### src/rtl/mem_rd_return.sv
// mem_rd_return: load-return unit on the data-memory read path.
//
// Accepts load requests from the memory stage and forwards a word-aligned read
// to data memory in the same cycle. It keeps up to DEPTH outstanding loads in
// order, captures in-order read responses, and presents the head load to
// writeback once its word has arrived. The result is byte/halfword extracted
// and sign/zero extended there.
//
// Ports
//   clk, rst_n                        clock, synchronous active-low reset
//   req_valid/req_ready               load request handshake
//   req_fnc, req_addr, req_rd         funct3, byte address, destination register
//   mem_req_valid/mem_req_ready       read issue handshake to data memory
//   mem_req_addr                      word-aligned read address
//   mem_rsp_valid, mem_rsp_data       in-order read data, no backpressure
//   wb_valid/wb_ready                 writeback handshake
//   wb_data, wb_rd, wb_err            formatted result, destination, error flag

module mem_rd_return #(
    parameter int unsigned DEPTH = 4,
    parameter int unsigned RD_W  = 5
) (
    input  logic            clk,
    input  logic            rst_n,

    input  logic            req_valid,
    output logic            req_ready,
    input  logic [2:0]      req_fnc,
    input  logic [31:0]     req_addr,
    input  logic [RD_W-1:0] req_rd,

    output logic            mem_req_valid,
    input  logic            mem_req_ready,
    output logic [31:0]     mem_req_addr,

    input  logic            mem_rsp_valid,
    input  logic [31:0]     mem_rsp_data,

    output logic            wb_valid,
    input  logic            wb_ready,
    output logic [31:0]     wb_data,
    output logic [RD_W-1:0] wb_rd,
    output logic            wb_err
);

    localparam int unsigned AW = (DEPTH > 1) ? $clog2(DEPTH) : 1;

    // Pointers carry one extra wrap bit so full and empty are distinguishable.
    typedef logic [AW:0]   ptr_t;
    typedef logic [AW-1:0] idx_t;

    localparam logic [2:0] FncLb  = 3'b000;
    localparam logic [2:0] FncLh  = 3'b001;
    localparam logic [2:0] FncLw  = 3'b010;
    localparam logic [2:0] FncLbu = 3'b100;
    localparam logic [2:0] FncLhu = 3'b101;

    // ------------------------------------------------------------------
    // State
    // ------------------------------------------------------------------
    ptr_t wr_ptr_q,  wr_ptr_d;
    ptr_t rsp_ptr_q, rsp_ptr_d;
    ptr_t rd_ptr_q,  rd_ptr_d;

    logic [DEPTH-1:0] dvalid_q, dvalid_d;

    // Entry payload; never reset, qualified by the pointers and dvalid.
    logic [2:0]      fnc_q  [DEPTH];
    logic [2:0]      fnc_d  [DEPTH];
    logic [1:0]      off_q  [DEPTH];
    logic [1:0]      off_d  [DEPTH];
    logic [RD_W-1:0] rd_q   [DEPTH];
    logic [RD_W-1:0] rd_d   [DEPTH];
    logic            err_q  [DEPTH];
    logic            err_d  [DEPTH];
    logic [31:0]     data_q [DEPTH];
    logic [31:0]     data_d [DEPTH];

    // ------------------------------------------------------------------
    // Queue status
    // ------------------------------------------------------------------
    idx_t wr_idx;
    idx_t rsp_idx;
    idx_t rd_idx;
    logic full;
    logic rsp_pending;
    logic head_valid;
    logic accept;
    logic rsp_take;
    logic pop;

    always_comb begin
        wr_idx  = wr_ptr_q[AW-1:0];
        rsp_idx = rsp_ptr_q[AW-1:0];
        rd_idx  = rd_ptr_q[AW-1:0];

        full = (wr_ptr_q[AW] != rd_ptr_q[AW]) && (wr_ptr_q[AW-1:0] == rd_ptr_q[AW-1:0]);

        // Entries between rsp_ptr and wr_ptr have been issued but not answered.
        rsp_pending = (rsp_ptr_q != wr_ptr_q);

        // dvalid is only ever set on answered, not-yet-popped entries.
        head_valid = dvalid_q[rd_idx];
    end

    // ------------------------------------------------------------------
    // Request path: combinational pass-through to memory. Fullness comes
    // from registered state only, so a same-cycle pop never frees a slot
    // for a same-cycle request.
    // ------------------------------------------------------------------
    always_comb begin
        mem_req_valid = req_valid && !full;
        req_ready     = !full && mem_req_ready;
        mem_req_addr  = {req_addr[31:2], 2'b00};
        accept        = req_valid && req_ready;
        rsp_take      = mem_rsp_valid && rsp_pending;
        pop           = head_valid && wb_ready;
    end

    // Misalignment and illegal funct3 are both reported as an error load.
    logic req_err;

    always_comb begin
        unique case (req_fnc)
            FncLb, FncLbu: req_err = 1'b0;
            FncLh, FncLhu: req_err = (req_addr[1:0] == 2'b11);
            FncLw:         req_err = (req_addr[1:0] != 2'b00);
            default:       req_err = 1'b1;
        endcase
    end

    // ------------------------------------------------------------------
    // Next state
    // ------------------------------------------------------------------
    always_comb begin
        wr_ptr_d  = wr_ptr_q;
        rsp_ptr_d = rsp_ptr_q;
        rd_ptr_d  = rd_ptr_q;
        dvalid_d  = dvalid_q;
        fnc_d     = fnc_q;
        off_d     = off_q;
        rd_d      = rd_q;
        err_d     = err_q;
        data_d    = data_q;

        // The three updates below touch distinct slots: accept needs !full,
        // the response slot is unanswered (so it is not the head being
        // popped), and the response slot is never the slot being allocated.
        if (accept) begin
            fnc_d[wr_idx]    = req_fnc;
            off_d[wr_idx]    = req_addr[1:0];
            rd_d[wr_idx]     = req_rd;
            err_d[wr_idx]    = req_err;
            dvalid_d[wr_idx] = 1'b0;
            wr_ptr_d         = wr_ptr_q + ptr_t'(1);
        end

        if (rsp_take) begin
            data_d[rsp_idx]   = mem_rsp_data;
            dvalid_d[rsp_idx] = 1'b1;
            rsp_ptr_d         = rsp_ptr_q + ptr_t'(1);
        end

        if (pop) begin
            dvalid_d[rd_idx] = 1'b0;
            rd_ptr_d         = rd_ptr_q + ptr_t'(1);
        end
    end

    always_ff @(posedge clk) begin
        if (!rst_n) begin
            wr_ptr_q  <= '0;
            rsp_ptr_q <= '0;
            rd_ptr_q  <= '0;
            dvalid_q  <= '0;
        end else begin
            wr_ptr_q  <= wr_ptr_d;
            rsp_ptr_q <= rsp_ptr_d;
            rd_ptr_q  <= rd_ptr_d;
            dvalid_q  <= dvalid_d;
        end
    end

    always_ff @(posedge clk) begin
        fnc_q  <= fnc_d;
        off_q  <= off_d;
        rd_q   <= rd_d;
        err_q  <= err_d;
        data_q <= data_d;
    end

    // ------------------------------------------------------------------
    // Writeback formatting, from stored head fields only
    // ------------------------------------------------------------------
    logic [31:0] head_shift;
    logic [31:0] head_fmt;

    always_comb begin
        // Bring the addressed byte/halfword down to bit 0.
        head_shift = data_q[rd_idx] >> {off_q[rd_idx], 3'b000};

        unique case (fnc_q[rd_idx])
            FncLb:   head_fmt = {{24{head_shift[7]}}, head_shift[7:0]};
            FncLbu:  head_fmt = {24'h000000, head_shift[7:0]};
            FncLh:   head_fmt = {{16{head_shift[15]}}, head_shift[15:0]};
            FncLhu:  head_fmt = {16'h0000, head_shift[15:0]};
            FncLw:   head_fmt = head_shift;
            default: head_fmt = 32'h0;
        endcase

        if (err_q[rd_idx]) begin
            head_fmt = 32'h0;
        end
    end

    always_comb begin
        wb_valid = head_valid;
        wb_data  = head_valid ? head_fmt : 32'h0;
        wb_rd    = head_valid ? rd_q[rd_idx] : '0;
        wb_err   = head_valid && err_q[rd_idx];
    end

endmodule

### config.mk
export PLATFORM = sky130hd
export DESIGN_NAME = mem_rd_return
export DESIGN_NICKNAME = d
export VERILOG_FILES = /design/src/rtl/mem_rd_return.sv
export SDC_FILE = /design/constraint.sdc
export NUM_CORES = 1
export LEC_CHECK = 0
export CAP_MARGIN = 20
export CORE_ASPECT_RATIO = 0.5
export CORE_UTILIZATION = 29
export DETAILED_ROUTE_END_ITERATION = 8
export PLACE_DENSITY_LB_ADDON = 0.3
export SLEW_MARGIN = 10
export SYNTH_ARGS = -nofsm -noshare
export SYNTH_HDL_FRONTEND = slang
export SYNTH_SLANG_ARGS = --single-unit
export TNS_END_PERCENT = 1
### constraint.sdc
create_clock -name clk -period 3.45 [get_ports clk]
set_input_delay 0.69 -clock clk [delete_from_list [all_inputs] [get_ports clk]]
set_output_delay 0.69 -clock clk [all_outputs]
set_load 0.02 [all_outputs]
### Yosys cells after proc, flatten, opt, wreduce, memory -nomap -nowiden

Cells that the tools add are included.

| word-level totals | value |
|---|---|
| flip-flop bits (word level) | 185 |
| bits of input ports | 78 |

| cells by class | value |
|---|---|
| $add $sub $neg | 3 |
| order comparisons | 11 |
| equal/unequal tests | 12 |
| shifts and indexed selects | 1 |
| muxes and demuxes | 46 |
| bitwise operators | 8 |
| reduce and logical (&&, ||, !) cells | 18 |

Operators with widths:

| cell | number |
|---|---|
| 32-bit two-way mux | 5 |
| 32-bit one-hot mux with 5 select lines | 1 |
| 128-bit bitwise mux | 1 |
| 32-bit binary-select mux with 2-bit select | 1 |
| 32-bit demux with 2-bit select | 1 |
| 32-bit by 5-bit right shift with 32-bit output | 1 |
| 20-bit bitwise mux | 1 |
| 5-bit two-way mux | 4 |
| 12-bit bitwise mux | 1 |
| 3-bit == test, second input constant | 4 |
| 1-bit logical AND | 12 |
| 4-bit two-way mux | 3 |
| 5-bit binary-select mux with 2-bit select | 1 |
| 5-bit demux with 2-bit select | 1 |
| 3-bit by 1-bit adder with 3-bit output, second input constant | 3 |
| 3-bit greater-or-equal comparator, second input constant | 3 |
| 2-bit by 3-bit < comparator with 1-bit output, second input constant | 3 |
| 3-bit two-way mux | 3 |
| 2-bit inverter with 3-bit output | 3 |
| 4-bit AND | 2 |
| 8-bit bitwise mux | 1 |
| 1-bit demux with 2-bit select | 4 |
| 4-bit inverter | 2 |
| 1-bit two-way mux | 7 |
| 21 further kinds | 31 |

### Logic depth before layout (Yosys ltp)

| depth | value |
|---|---|
| word-level depth | 11 |
| depth in mapped cells | 8 |
| gate-level depth less buffers | 5 |

### Worst setup path before layout

Ideal clock, no wire load.

| path | value |
|---|---|
| path type | reg2out |
| start | register rd_ptr_q[0] |
| end | output port wb_data[5] |
| arrival time | 2260 ps |
| required time | 2760 ps |
| path slack | 500 ps |
| stages on the path, launching flop included | 8 |
| buffers on the path | 3 |
| path through | dfxtp_1 > buf_6 > buf_4 > mux4_2 > inv_1 > o21ai_2 > buf_2 > a211oi_1 |

| on the way | value |
|---|---|
| cells in the longest elaborated chain, start to end | 8 |

RTL lines:

| what | RTL line | text |
|---|---|---|
| from (decl) | 63 | `ptr_t rd_ptr_q, rd_ptr_d;` |
| from (signal assigned) | 179 | `rd_ptr_q <= rd_ptr_d;` |
| 2-bit inverter with 3-bit output (implied by the code) | 200, 202, 211 |  |
| 32-bit binary-select mux with 2-bit select, or another cell as far along | 200 | `head_shift = data_q[rd_idx] >> {off_q[rd_idx], 3'b000};` |
| 32-bit two-way mux (implied by the code), or another cell as far along (2 in a row) | 200 |  |
| 32-bit by 5-bit right shift with 32-bit output, or another cell as far along | 200 |  |
| 32-bit one-hot mux with 5 select lines | 202 | `unique case (fnc_q[rd_idx])` |
| 32-bit two-way mux | 211 | `if (err_q[rd_idx]) begin` |
| 32-bit two-way mux (*) | 218 | `wb_data = head_valid ? head_fmt : 32'h0;` |
| to (decl) | 41 | `output logic [31:0] wb_data,` |

Mark *: on every way between the ends. The rest lies on a longest branch, timed or not. The select of a mux whose other input is x is not followed.

### Worst setup path after layout

| path | value |
|---|---|
| start | register rd_ptr_q[0] |
| end | output port wb_data[14] |

Same word-level chain as after synthesis.

==> qor.yml <==
die:
  die_area_sq_um: 28600
  core_sq_um: 26900
  start_util: 0.300
  pin_count: 151
  rows: 42
  die_w_microns: 238
  dieHeight_microns: 120
synth:
  ys_warn_count: 0
  synth_commonest_cells: "edfxtp_1 (172), mux4_2 (44), buf_4 (34)"
  yosysMostFrequentCell: "edfxtp_1"
  yosysTopAreaCell: "edfxtp_1"
  synth_compound_area_frac: 0.0498
  synthXorXnorAreaFrac: 0.0130
  synth.avg_cell_area_sq_um: 17.0
  syn-cell-area_sq_um: 8080
  synthArstFlopShare: 0
  synth_cell_type_count: 37
  synth_area_leaders: "edfxtp_1 (64%), mux4_2 (12%), dfxtp_1 (3.2%)"
  ys_ff_latch: 185
  yosysTopAreaCellShare: 0.639
  yosysSeqAreaShare: 0.671
  syn_inst: 476
  synth-adder-area-share: 0.0186
  synth_mux_area_frac: 0.147
  synth-simple-area-share: 0.0498
  synth_edf_count: 172
  synthFlopType: "edfxtp_1"
  synth_top_family_by_area: "multiplexers"
route:
  vias: 4219
  drt-pass1-iter-count: 4
  wl_per_cell_microns: 18.0
  drt-vias-per-instance: 4.46
  remaining_drc_errors: 0
  drt_wl_total_mm: 17.0
  first_iter_violations: 216
  ant_nets: 0
sta:
  report.final.slew_viol_count: 0
  setup-tns-final_ps: 0
  fmax_mhz: 295
  rsz0062_at_grt: "true"
  setup_violations: 0
  min_period_ps: 3380
  worst_slew_pin_slew_ps: 527
  setup_ws_ps: 65.4
  finalHoldViolations: 0
  min_period_over_period: 0.981
  slew_headroom: 0.649
  fin_skew_ps: 6.31
clocking:
  cts_sinks: 185
  htree_levels: 4
  cts-buffers-inserted: 17
  cts_hold_buf: 0
  tritoncts: "done"
  root_buffer: "clkbuf_16"
  clk-insertion-delay-late_ps: 420
  clkTransAtPathRegs_ps: 60
  ctsLongestPathBuffers: 2
critical_path:
  setup.worst_path.start_class: "register"
  worst-path-max-fanout: 22
  worstPathArrival_ps: 2690
  worstSetupPathType: "register to output pin"
  worstSetupEndpointType: "output pin"
  worst_ep_required_time_ps: 2760
global_route:
  met3_usage: 0.0315
  grt_max_degree: 33
  busiest_layer: "met2"
  grt_pass1_wl_mm: 26.4
  grt_usage: 0.125
  grt-ovfl-total: 0
  gr-usage-met2: 0.225
  grt_pass1_vias: 4509
  met1_usage: 0.145
  antenna_found_initial: 1
final_layout:
  regArea_sq_um: 5430
  syn2layout_area_growth_pct: 22.7
  nNetsFinal: 649
  fin_cells: 947
  drive_gt1_frac: 0.240
  multi_input_area_sq_um: 2340
  fillers: 2568
power_and_ir_drop:
  p_leak_nw: 3.34
  report.power.total_mw: 5.09
  pwr_density_cell_nw_per_um2: 514
  ir_drop_mv: 0.302
job:
  drv_cap: 0
placement:
  hpwl_mm: 11.4
  post-place-ws_ps: 76.0
  dp.cells: 905
  place_congestion: 0.804
  port_buffers: 88
status:
  status: "finished clean"
worst_hold_path:
  min_path_type: "register to register"
-- repair_timing --
item                                    CTS  global route
resized for setup                        59            48
pin swaps                                 2             1
buffers inserted                          5             4
endpoints found under the hold margin     0             0
endpoints found under the setup margin   32            31
-- cell type report --
class,count,area share
Antenna cell,1,0.000252
Clock buffer,20,0.0440
Clock inverter,12,0.0126
Inverter,15,0.00568
Multi-Input combinational cell,225,0.236
Sequential cell,185,0.547
Tap cell,374,0.0472
Timing Repair Buffer,115,0.107
-- placed cells by master (no fill, tap or decap), types with 5 or more instances in the layout --
cell             netlist  final
a211oi_1              14     14
a21o_1                 9      8
a21oi_1               16     16
and2_1                22     22
buf_4                 34     21
clkbuf_16              0     17
clkbuf_2               0     16
clkdlybuf4s15_1        0      5
clkdlybuf4s15_2        0      7
clkdlybuf4s50_1        0     56
dfxtp_1               13     11
edfxtp_1             172    172
ha_1                  12     12
inv_1                 15     15
mux2i_1               17     16
mux4_2                44     44
nand2_1               14     14
nor2_1                13     13
nor2b_1               13     11
o21ai_0               11     10
o21ai_1                8      9
xnor2_1                8      8
-- through the flow --
| stage | util | area [sq um] | hold WS, ps |
|---|---|---|---|
| after floorplan | - | 8090 | 429 |
| after global placement | 0.344 | 9270 | 460 |
| after detailed placement | 0.344 | 9270 | 467 |
| after CTS | 0.368 | 9910 | 476 |
| after global routing | 0.369 | 9920 | 507 |
| final | 0.369 | 9920 | 464 |
-- where the power goes --
group	switching, mW	internal, mW	total [mW]
sequential	0.0279	2.55	2.58
clock	0.791	1.06	1.85
combinational	0.356	0.307	0.663
-- worst max-delay path, stage by stage (launching register included) --
cell	delay [ps]
dfxtp_4	420
mux4_2	630
buf_6	220
nor2b_2	200
and2_1	160
o21ai_0	200
a21oi_1	100
dlygate4sd2_1	340
-- layer usage --
layer	routed length, microns	vias to the layer above
met4	209	0
met3	554	27
met5	0	-
met1	7210	2173
li1	-	1968
met2	9050	51
-- worst paths after layout --
kind         slack [ps]                     start                endpoint  cells past startpoint
max                  70  rd_ptr_q[0]$_SDFFE_PN0P_             wb_data[14]                      7
min                 460    dvalid_q[3]$_SDFF_PN0_  dvalid_q[3]$_SDFF_PN0_                      2
max reg2reg        1240  rd_ptr_q[1]$_SDFFE_PN0P_      fnc_q[2]$_DFFE_PP_                      6
min reg2reg         460    dvalid_q[3]$_SDFF_PN0_  dvalid_q[3]$_SDFF_PN0_                      2
-- cell families (layout without fill, tap and decap cells) --
kind of cell / count (synthesis) / after routing
flip-flops: 185 / 185
AND/OR/NAND/NOR: 73 / 73
buffers and inverters: 67 / 162
AO/OA/AOI/OAI: 63 / 63
multiplexers: 63 / 63
adder cells (fa/ha/maj): 12 / 12
XOR/XNOR: 12 / 12
other: 1 / 3
-- flip-flops by register name, indices dropped and copies added, names as in the netlist --
signal,count
rsp_ptr_q,3
data_q,128
dvalid_q,4
rd_q,20
fnc_q,12
wr_ptr_q,3
err_q,4
rd_ptr_q,3
off_q,8
(Power assumes the default switching activity.)
